===== config.mk =====
export PLATFORM = sky130hd
export DESIGN_NAME = serial_word_tx
export DESIGN_NICKNAME = d
export VERILOG_FILES = /design/src/rtl/serial_word_tx.sv
export SDC_FILE = /design/constraint.sdc
export NUM_CORES = 1
export LEC_CHECK = 0
export ABC_AREA = 1
export CAP_MARGIN = 20
export CORE_MARGIN = 4
export CORE_UTILIZATION = 35
export CTS_BUF_LIST = sky130_fd_sc_hd__clkbuf_8 sky130_fd_sc_hd__clkbuf_16
export CTS_CLUSTER_SIZE = 24
export DETAILED_ROUTE_END_ITERATION = 6
export SETUP_SLACK_MARGIN = 0.5
export SLEW_MARGIN = 20
export SYNTH_ARGS = -nofsm -noshare
export SYNTH_HDL_FRONTEND = slang
export SYNTH_SLANG_ARGS = --single-unit

===== constraint.sdc =====
create_clock -name clock_1MHz -period 2.75 [get_ports clock_1MHz]
set_clock_uncertainty 0.05 [all_clocks]
set_input_delay 0.275 -clock clock_1MHz [delete_from_list [all_inputs] [get_ports clock_1MHz]]
set_output_delay 0.275 -clock clock_1MHz [all_outputs]
set_load 0.02 [all_outputs]

===== src/rtl/serial_word_tx.sv =====
// rtl/serial_word_tx.sv - FIFO-buffered word transmitter driving an MSB-first bit-strobed serial line
module serial_word_tx #(
   parameter int HIGH_CYCLES = 10,
   parameter int LOW_CYCLES  = 10,
   parameter int WORD_GAP    = 300,
   parameter int DEPTH       = 4
) (
   input  logic                    clock_1MHz,
   input  logic                    rst,
   input  logic [7:0]              word_in,
   input  logic                    word_valid_in,
   output logic                    word_ready_out,
   input  logic                    status_in,
   output logic                    data_out,
   output logic                    write_out,
   output logic                    busy_out,
   output logic [$clog2(DEPTH):0]  count_out
);

   localparam int AW     = $clog2(DEPTH);
   localparam int MAX_HL = (HIGH_CYCLES > LOW_CYCLES) ? HIGH_CYCLES : LOW_CYCLES;
   localparam int MAX_T  = (MAX_HL > WORD_GAP) ? MAX_HL : WORD_GAP;
   localparam int CW     = $clog2(MAX_T) + 1;

   // Timer counts down to zero, so each phase loads its length minus one.
   localparam logic [CW-1:0] HIGH_LOAD = CW'(HIGH_CYCLES - 1);
   localparam logic [CW-1:0] LOW_LOAD  = CW'(LOW_CYCLES - 1);
   localparam logic [CW-1:0] GAP_LOAD  = CW'((WORD_GAP > 0) ? WORD_GAP - 1 : 0);
   localparam logic [AW:0]   FULL_COUNT = (AW + 1)'(DEPTH);

   localparam logic [1:0] IDLE     = 2'd0;
   localparam logic [1:0] BIT_HIGH = 2'd1;
   localparam logic [1:0] BIT_LOW  = 2'd2;
   localparam logic [1:0] GAP      = 2'd3;

   logic [7:0]    mem [DEPTH];
   logic [AW-1:0] wr_ptr;
   logic [AW-1:0] rd_ptr;
   logic [AW:0]   count;
   logic [1:0]    state;
   logic [CW-1:0] timer;
   logic [7:0]    shift;
   logic [2:0]    bit_idx;
   logic          push;
   logic          pop;
   logic          timer_done;

   assign word_ready_out = (count < FULL_COUNT);
   assign push           = word_valid_in && word_ready_out;
   assign pop            = (state == IDLE) && (count != '0) && status_in;
   assign timer_done     = (timer == '0);

   assign write_out = (state == BIT_HIGH);
   assign data_out  = ((state == BIT_HIGH) || (state == BIT_LOW)) && shift[7];
   assign busy_out  = (state != IDLE);
   assign count_out = count;

   always_ff @(posedge clock_1MHz) begin
      if (push) begin
         mem[wr_ptr] <= word_in;
      end
   end

   always_ff @(posedge clock_1MHz) begin
      if (rst) begin
         wr_ptr <= '0;
         rd_ptr <= '0;
         count  <= '0;
      end else begin
         if (push) begin
            wr_ptr <= wr_ptr + 1'b1;
         end
         if (pop) begin
            rd_ptr <= rd_ptr + 1'b1;
         end
         case ({push, pop})
            2'b10:   count <= count + 1'b1;
            2'b01:   count <= count - 1'b1;
            default: count <= count;
         endcase
      end
   end

   always_ff @(posedge clock_1MHz) begin
      if (rst) begin
         state   <= IDLE;
         timer   <= '0;
         shift   <= '0;
         bit_idx <= '0;
      end else begin
         case (state)
            IDLE: begin
               if (pop) begin
                  shift   <= mem[rd_ptr];
                  bit_idx <= 3'd7;
                  timer   <= HIGH_LOAD;
                  state   <= BIT_HIGH;
               end
            end
            BIT_HIGH: begin
               if (timer_done) begin
                  timer <= LOW_LOAD;
                  state <= BIT_LOW;
               end else begin
                  timer <= timer - CW'(1);
               end
            end
            BIT_LOW: begin
               if (!timer_done) begin
                  timer <= timer - CW'(1);
               end else if (bit_idx != 3'd0) begin
                  shift   <= {shift[6:0], 1'b0};
                  bit_idx <= bit_idx - 3'd1;
                  timer   <= HIGH_LOAD;
                  state   <= BIT_HIGH;
               end else if (WORD_GAP == 0) begin
                  state <= IDLE;
               end else begin
                  timer <= GAP_LOAD;
                  state <= GAP;
               end
            end
            default: begin
               if (timer_done) begin
                  state <= IDLE;
               end else begin
                  timer <= timer - CW'(1);
               end
            end
         endcase
      end
   end

endmodule


**Word-level counts from Yosys, hierarchy flattened**

Memories as Yosys holds them, arrays and structs flattened. A register that Yosys moved wholly into a read port is not among the register bits.
Cells that the tools add are included.

- Memories: 1
- Register bits: 30
- Bits of input ports: 12
- Output and inout port bits: 7
- Bits in writable memories: 32
- Logic and storage cells: 65

- Mux-type cells: 25
- Add/sub/neg operators: 6
- Reduce and logical (&&, ||, !) cells: 16
- Equal/unequal tests: 9
- $lt $le $gt $ge: 1

Memory list:

| memory | words | width | read ports | clocked after Yosys merged registers in | write ports | RTL line | text |
|---|---|---|---|---|---|---|---|
| mem | 4 | 8 | 1 | 1 | 1 | 36 | `logic [7:0] mem [DEPTH];` |

Operators by type and width:

| operator | count |
|---|---|
| 10-bit 2-to-1 mux | 4 |
| 10-bit case mux with 3 select lines | 1 |
| 8-bit 2-to-1 mux | 3 |
| 8-bit case mux with 2 select lines | 1 |
| 2-bit 2-to-1 mux | 7 |
| 3-bit case mux with 2 select lines | 2 |
| 10-bit zero test | 1 |
| 10-bit by 1-bit subtractor with 10-bit output (second input constant) | 1 |
| 3-bit 2-to-1 mux | 3 |
| 9-bit 2-to-1 mux | 1 |
| 4-bit AND reduction | 2 |
| 2-bit nonzero test | 4 |
| 2-bit case mux with 3 select lines | 1 |
| 3-bit nonzero test | 2 |
| 3-bit by 1-bit subtractor with 3-bit output (second input constant) | 2 |
| 2-bit by 1-bit adder with 2-bit output (second input constant) | 2 |
| 2-bit by 1-bit == test with 1-bit output (second input constant) | 2 |
| 2-bit == test (second input constant) | 2 |
| 1-bit logical AND | 4 |
| 2-bit by 1-bit != test with 1-bit output (second input constant) | 2 |
| 2-bit != test (second input constant) | 2 |
| 4-bit by 2-bit != test with 1-bit output (second input constant) | 1 |
| 3-bit by 1-bit adder with 3-bit output (second input constant) | 1 |
| 3-bit less-than comparator (second input constant) | 1 |
| 4 further kinds | 5 |

**Longest topological paths before layout**

Gate-level depths: netlist (run 1).

- Depth in word-level cells: 5
- Gate-level depth with buffers: 13
- Gate-level depth less buffers: 12

**Worst setup path before layout (run 1)**

No wires, ideal clock.

- Path type: flip-flop to flip-flop
- From: reg count[2], in the netlist count_out[2]
- To: reg count[2], in the netlist count_out[2]
- Data required time: 2.578 ns
- Stages on the path, launching flop included: 12
- Path slack: 0.712 ns
- Buffers on the path: 0
- Arrival time: 1.865 ns
- Clock period less this slack: 2.038 ns
- Library setup time: 0.122 ns
- Path through: dfxtp_1 > inv_2 > nand3_1 > nand3_1 > inv_1 > ha_1 > inv_1 > fa_1 > a21oi_1 > o21ai_0 > o21ai_0 > a21oi_1

- Elaborated cells on any way between the ends: 11
- Classes of those cells: 2 x add/sub; 1 x order compare; 2 x eq/ne; 1 x mux; 5 x reduce/logical

RTL lines:

| item | RTL line | text |
|---|---|---|
| start: declaration | 39 | `logic [AW:0] count;` |
| start signal: assignment | 77 | `2'b10: count <= count + 1'b1;` |
| start signal: assignment | 78 | `2'b01: count <= count - 1'b1;` |
| start signal: assignment | 79 | `default: count <= count;` |
| 3-bit less-than comparator (*) | 48 | `assign word_ready_out = (count < FULL_COUNT);` |
| via word_ready_out | 12 | `output logic word_ready_out,` |
| 1-bit logical AND (*) | 49 | `assign push = word_valid_in && word_ready_out;` |
| 2-bit by 1-bit == test with 1-bit output or 2-bit == test (tied branches) | 76 | `case ({push, pop})` |
| 3-bit case mux with 2 select lines or 2-bit nonzero test (tied branches) | -- |  |

The timed path passes the listed nets; every way through them passes the cells marked *.
A chain may end at the register's enable or synchronous reset.

**Worst setup path in the final report (run 1)**

- From: reg state[0]
- To: reg count[2], in the netlist count_out[2]

- Longest elaborated chain between the ends: 5
- Elaborated cells on any way between the ends: 7
- Classes of those cells: 2 x eq/ne; 1 x mux; 4 x reduce/logical

Ends and longest elaborated chain:

| item | RTL line | text |
|---|---|---|
| start: declaration | 40 | `logic [1:0] state;` |
| start signal: assignment | 86 | `state <= IDLE;` |
| start signal: assignment | 97 | `state <= BIT_HIGH;` |
| start signal: assignment | 103 | `state <= BIT_LOW;` |
| 2-bit zero test (*) | 50 | `assign pop = (state == IDLE) && (count != '0) && status_in;` |
| 1-bit logical AND (*) (2 in a row) | 50 |  |
| via pop | 45 | `logic pop;` |
| 2-bit by 1-bit == test with 1-bit output or 2-bit == test (tied branches) | 76 |  |
| 3-bit case mux with 2 select lines or 2-bit nonzero test (tied branches) | -- |  |

Marked as above.

==> results.json, run 1 <==
{
  "die_w_microns": 102,
  "vias": 2344,
  "vias_per_cell": 4.61,
  "synth.avg_cell_area_sq_um": 8.44,
  "cts_buffer_depth": 2,
  "worstSetupPathType": "flop to flop",
  "r2r-start": "state[0]",
  "worst_pin_slew_ns": 0.664,
  "antennaDiodeCount": 0,
  "status": "finished clean",
  "wl_mm": 5.97,
  "grt_max_degree": 23,
  "setup_viol": 0,
  "drt_iter0_drc": 73,
  "fin_setup_tns_ns": 0,
  "register_area_sq_mm": 0.00160,
  "worstPathMaxFanout": 5,
  "ys_ff_latch": 64,
  "ys_warn_count": 0,
  "drc": 0,
  "syn_area_sq_mm": 0.00312,
  "synth-seq-area-share_pct": 51.3,
  "cp.required_ns": 2.94,
  "postCtsSetupRepairBufs": 0,
  "ant_nets": 0,
  "worstPathArrival_ns": 2.30,
  "irDropWorstVdd_mv": 0.460,
  "drtPass1Iterations": 4,
  "clockRootBuffer": "clkbuf_8",
  "slew-limit-headroom_pct": 55.7,
  "grt_pass1_wl_mm": 10.1,
  "dp_hpwl_mm": 4.06,
  "hold_slack_ns": 0.419,
  "cts_made_buffers": 9,
  "n_fill_cell": 853,
  "fin_crit_ns": 2.11,
  "cts_resized": 1,
  "antenna_found_initial": 0,
  "end_kind": "flop",
  "start_util_pct": 35.8,
  "grt_use_total_pct": 12.3,
  "syn_to_final_growth_pct": 17.1,
  "synthesis.nets": 396,
  "die_area_sq_mm": 0.0105,
  "syn_inst": 370,
  "core_sq_mm": 0.00872,
  "clkLatencyLatePin_ns": 0.35,
  "hold_buffers": 0,
  "cts_htree_levels": 3,
  "r2r-end": "count_out[2]",
  "hp-class": "flop to flop",
  "rsz0062_at_grt": "yes",
  "fp-row-count": 34,
  "p_per_area_mw_per_mm2": 1290,
  "critPathLaunchType": "flop",
  "fin_crit_sh_pct": 76.7,
  "grt_overflow": 0,
  "hold_depth": 2,
  "p_leak_nw": 1.54,
  "finalHoldViolCount": 0,
  "final_nets": 421,
  "total_power_mw": 4.70,
  "reg2reg_slack_ns": 0.64,
  "first_global_vias": 2244,
  "multiInputGateArea_sq_mm": 0.00129,
  "drive_above_1_share_pct": 11.5,
  "pin_count": 19,
  "ys_types": 30,
  "cts_tree": "done",
  "wire_per_inst_microns": 11.8,
  "finalMaxSlewViolations": 0,
  "cap_violations": 0,
  "path_clk_slew_ns": 0.08,
  "gp_congestion": 0.788,
  "reg2reg_depth": 11,
  "port_buffers": 18,
  "max_freq_mhz": 474,
  "clock-sinks": 64,
  "min_from": "rd_ptr[1]",
  "die_h_microns": 102
}
-- cell usage after synthesis (all sizes together) --
cell type	count	area, sq um
nand2	82	340
nor2	64	260
inv	45	169
o21ai	45	225
dfxtp	32	641
edfxtp	32	961
a21oi	18	90.1
ha	13	163
nand3	13	80.1
buf	7	52.5
nor3	4	25.0
clkbuf	3	11.3
nand4	3	18.8
xnor2	2	17.5
xor2	2	17.5
clkinv	1	8.76
fa	1	20.0
mux2i	1	10.0
o21bai	1	7.51
o22ai	1	6.26
-- stage by stage --
step | util, % | instance area, sq um | cells | setup slack (ns)
detailed placement | 39.2 | 3420 | 492 | 0.458
floorplan | - | 3120 | 370 | 0.712
CTS | 41.8 | 3650 | 508 | 0.526
finish | 41.9 | 3660 | 508 | 0.641
global route | 41.9 | 3660 | 508 | 0.486
global placement | 39.2 | 3420 | 492 | 0.512
-- report_power, final --
| part | total [mW] | internal, mW | leakage [nW] | switching (mW) |
|---|---|---|---|---|
| clock network | 0.931 | 0.520 | 0.110 | 0.412 |
| logic | 2.38 | 0.836 | 0.870 | 1.54 |
| registers | 1.39 | 1.25 | 0.557 | 0.136 |
-- worst max-delay path, stage by stage, from the launching register on --
cell and delay [ns]:
dfxtp_1 0.34, inv_1 0.12, ha_2 0.23, nand3_2 0.12
inv_2 0.10, ha_1 0.14, inv_1 0.07, fa_1 0.38
a21oi_1 0.15, o21ai_0 0.12, o21ai_1 0.14, a21oi_1 0.06
-- cell usage in the layout (no fill, tap or decap) --
cell type	n
nand3_2	4
nor3_1	3
nor3_2	1
nand2_4	3
nor2_4	2
nand2_2	4
nand2_1	75
fa_1	1
nor2_2	2
clkinvlp_4	1
nand3_1	9
xnor2_1	2
xor2_1	2
inv_1	39
inv_6	2
buf_4	6
o21ai_0	36
inv_2	6
nand4_1	3
mux2i_1	1
clkinv_4	3
o21bai_1	1
ha_2	1
o22ai_1	1
clkdlybuf4s50_1	17
dfxtp_1	32
ha_1	12
clkbuf_8	9
nor2_1	60
dlymetal6s2s_1	1
o21ai_1	9
edfxtp_1	32
bufinv_16	2
a21oi_1	18
-- metal layers --
metal	global-route usage [%]	vias to the layer above	routed length (microns)
met5	0	-	0
met4	4.64	0	82
met3	3.00	7	200
met2	21.1	30	2900
met1	14.8	1060	2790
li1	-	1247	-
-- flip-flops by register name, indices dropped and copies added (netlist names), named ones only --
register,flops
shift,8
rd_ptr,2
state,2
mem,32
count_out,3
bit_idx,3
timer,10
wr_ptr,2
-- worst max path at each step --
stage | startpoint | end | slack (ns) | cells past startpoint
2_1_floorplan | count_out[2] | count_out[2] | 0.71 | 11
3_3_place_gp | status_in | count_out[2] | 0.51 | 10
3_5_place_dp | status_in | count_out[2] | 0.46 | 10
4_1_cts | state[0] | data_out | 0.53 | 5
5_1_grt | state[0] | count_out[2] | 0.49 | 11
6_report | state[0] | count_out[2] | 0.64 | 11
-- final cells by class --
type	instances	share of cell area [%]
Tap cell	108	3.69
Sequential cell	64	43.8
Inverter	46	4.86
Clock buffer	9	3.39
Timing Repair Buffer	24	6.23
Clock inverter	7	2.81
Multi-Input combinational cell	250	35.2
-- cells by family (layout without fill, tap and decap cells) --
kind of cell	after synthesis	after routing	synth area share [%]
AOI/OAI and AO/OA	65	65	10.5
xor gates and xnor gates	4	4	1.12
adders and majority gates	14	14	5.85
buffers and inverters	56	86	7.73
DFF	64	64	51.3
muxes	1	1	0.320
and+or+nand+nor	166	166	23.2
Power figures use the tool's default switching activity.
==> run 2: changes to the inputs <==
==> constraint.sdc (replaced) <==
create_clock -name clock_1MHz -period 2.1 [get_ports clock_1MHz]
set_clock_uncertainty 0.05 [all_clocks]
set_input_delay 0.21 -clock clock_1MHz [delete_from_list [all_inputs] [get_ports clock_1MHz]]
set_output_delay 0.21 -clock clock_1MHz [all_outputs]
set_load 0.02 [all_outputs]
==> run 2 against run 1 <==
Against the previous run: final cell count is 7.5% higher; flip-flop and latch count did not move; register-to-register slack got worse by 0.34 ns; fmax rose by 17%; utilization increased by 7.0 points; hold slack got worse by 0.016 ns; routed wire length increased by 15%; count of clock-buffer cells in the layout is the same; sequential share of layout area is 5.8 points lower.
==> results.json, run 2 (synthesis gave the netlist of run 1 again) <==
{
  "status": "finished clean",
  "drc": 0,
  "path_clk_slew_ns": 0.08,
  "clkLatencyLatePin_ns": 0.35,
  "grt_overflow": 0,
  "drive_above_1_share_pct": 31.5,
  "critPathLaunchType": "flop",
  "die_w_microns": 102,
  "n_fill_cell": 796,
  "crit_slowest_cell": "dfxtp_2",
  "fin_setup_tns_ns": 0,
  "rsz0062_at_grt": "yes",
  "gp_congestion": 0.828,
  "port_buffers": 18,
  "largest_reg_flops": 32,
  "grt_use_total_pct": 13.5,
  "fin_ws_ns": 0.301,
  "cts_tree": "done",
  "fin_crit_ns": 1.80,
  "finalMaxSlewViolations": 0,
  "end_kind": "flop",
  "pin_count": 19,
  "vias": 2601,
  "worst-path-buf-inv": 5,
  "layout_common_cells": "nand2_1 (61), nor2_1 (49), o21ai_0 (35), buf_4 (34)",
  "drtPass1Iterations": 4,
  "reg_top3": "mem: 32 flops, timer: 10 flops, shift: 8 flops",
  "die_h_microns": 102,
  "worst_pin_slew_ns": 0.504,
  "worstPathMaxFanout": 5,
  "wire_per_inst_microns": 12.6,
  "antenna_found_initial": 0,
  "pre_cts_ws_ns": 0.130,
  "cp.required_ns": 2.34,
  "finalHoldViolCount": 0,
  "antennaDiodeCount": 0,
  "fin_util_pct": 48.9,
  "slew-limit-headroom_pct": 66.4,
  "layout_commonest_cell": "nand2_1",
  "worstSetupPathType": "flop to flop",
  "vias_per_cell": 4.76,
  "max_freq_mhz": 556,
  "start_util_pct": 35.8,
  "clockRootBuffer": "clkbuf_8",
  "final_nets": 459,
  "die_area_sq_mm": 0.0105,
  "grt_pass1_wl_mm": 11.0,
  "cts_made_buffers": 9,
  "clock-sinks": 64,
  "top_register": "mem",
  "worstPathArrival_ns": 2.04,
  "wl_mm": 6.88,
  "grt_max_degree": 17,
  "critPathMaxStageDelay_ns": 0.36,
  "hp-class": "flop to flop",
  "hold_buffers": 0,
  "fp-row-count": 34,
  "cts_htree_levels": 3,
  "fin_crit_sh_pct": 85.7,
  "core_sq_mm": 0.00872,
  "first_global_vias": 2461,
  "setup_viol": 0,
  "dp_hpwl_mm": 4.21,
  "syn_to_final_growth_pct": 36.6,
  "drt_iter0_drc": 103,
  "ant_nets": 0,
  "cts_buffer_depth": 2,
  "crit_family": "simple AND/OR/NAND/NOR gates",
  "cap_violations": 0,
  "crit_chain": "inv_4 -> ha_4 -> buf_4 -> buf_6 -> inv_8 -> nand2_4 -> nor2_4 -> nand3_2 -> nand2_4 -> buf_6 -> nor2_4 -> nand3_2 -> nand2_2 -> nor2_2"
}
[run 2: cell count changes in the layout (fill, tap and decap cells not counted), moves of 8 or more]
cell     before  now
buf_4         6   34
nand2_1      75   61
nor2_1       60   49
buf_6         0   10
nand2_2       4   12
[run 2: routing by layer]
metal | vias to the layer above | part of all wire [%] | track usage [%]
li1 | 1323 | - | -
met1 | 1210 | 42 | 15.7
met2 | 51 | 51 | 23.3
met3 | 17 | 4.1 | 3.69
met4 | 0 | 2.5 | 5.85
met5 | - | 0 | 0
[run 2: final timing paths]
path | slack (ns) | end | from | cells after the start
min | 0.40 | count_out[0] | count_out[0] | 1
max | 0.30 | timer[6] | state[0] | 14
min reg2reg | 0.40 | count_out[0] | count_out[0] | 1
max reg2reg | 0.30 | timer[6] | state[0] | 14
[run 2: cell type report]
class	count	area [sq um]	share of cell area, %
clock buffers	9	124	2.90
clock inverters	7	80.1	1.88
inverters	46	203	4.75
multi-input cells	250	1540	36.2
flip-flops and latches	64	1620	38.0
well taps	108	135	3.17
repair buffers	62	562	13.2
[run 2: repair_timing]
| item | in CTS | in global routing |
|---|---|---|
| cloned | 0 | 2 |
| setup buffers | 14 | 17 |
| resized for setup | 22 | 78 |
| endpoints found under the setup margin | 28 | 29 |
| pin swaps | 6 | 29 |
[run 2: per-stage QoR]
stage	hold WS [ns]	area, sq um	instances
2_1_floorplan	0.229	3190	370
3_3_place_gp	0.382	3520	497
3_5_place_dp	0.390	3520	497
4_1_cts	0.402	3860	527
5_1_grt	0.420	4270	546
6_report	0.403	4270	546
Power of run 2 is left out: the tool's default activity adds up to more than one toggle a clock period on the data nets, which glitch-free logic cannot reach.
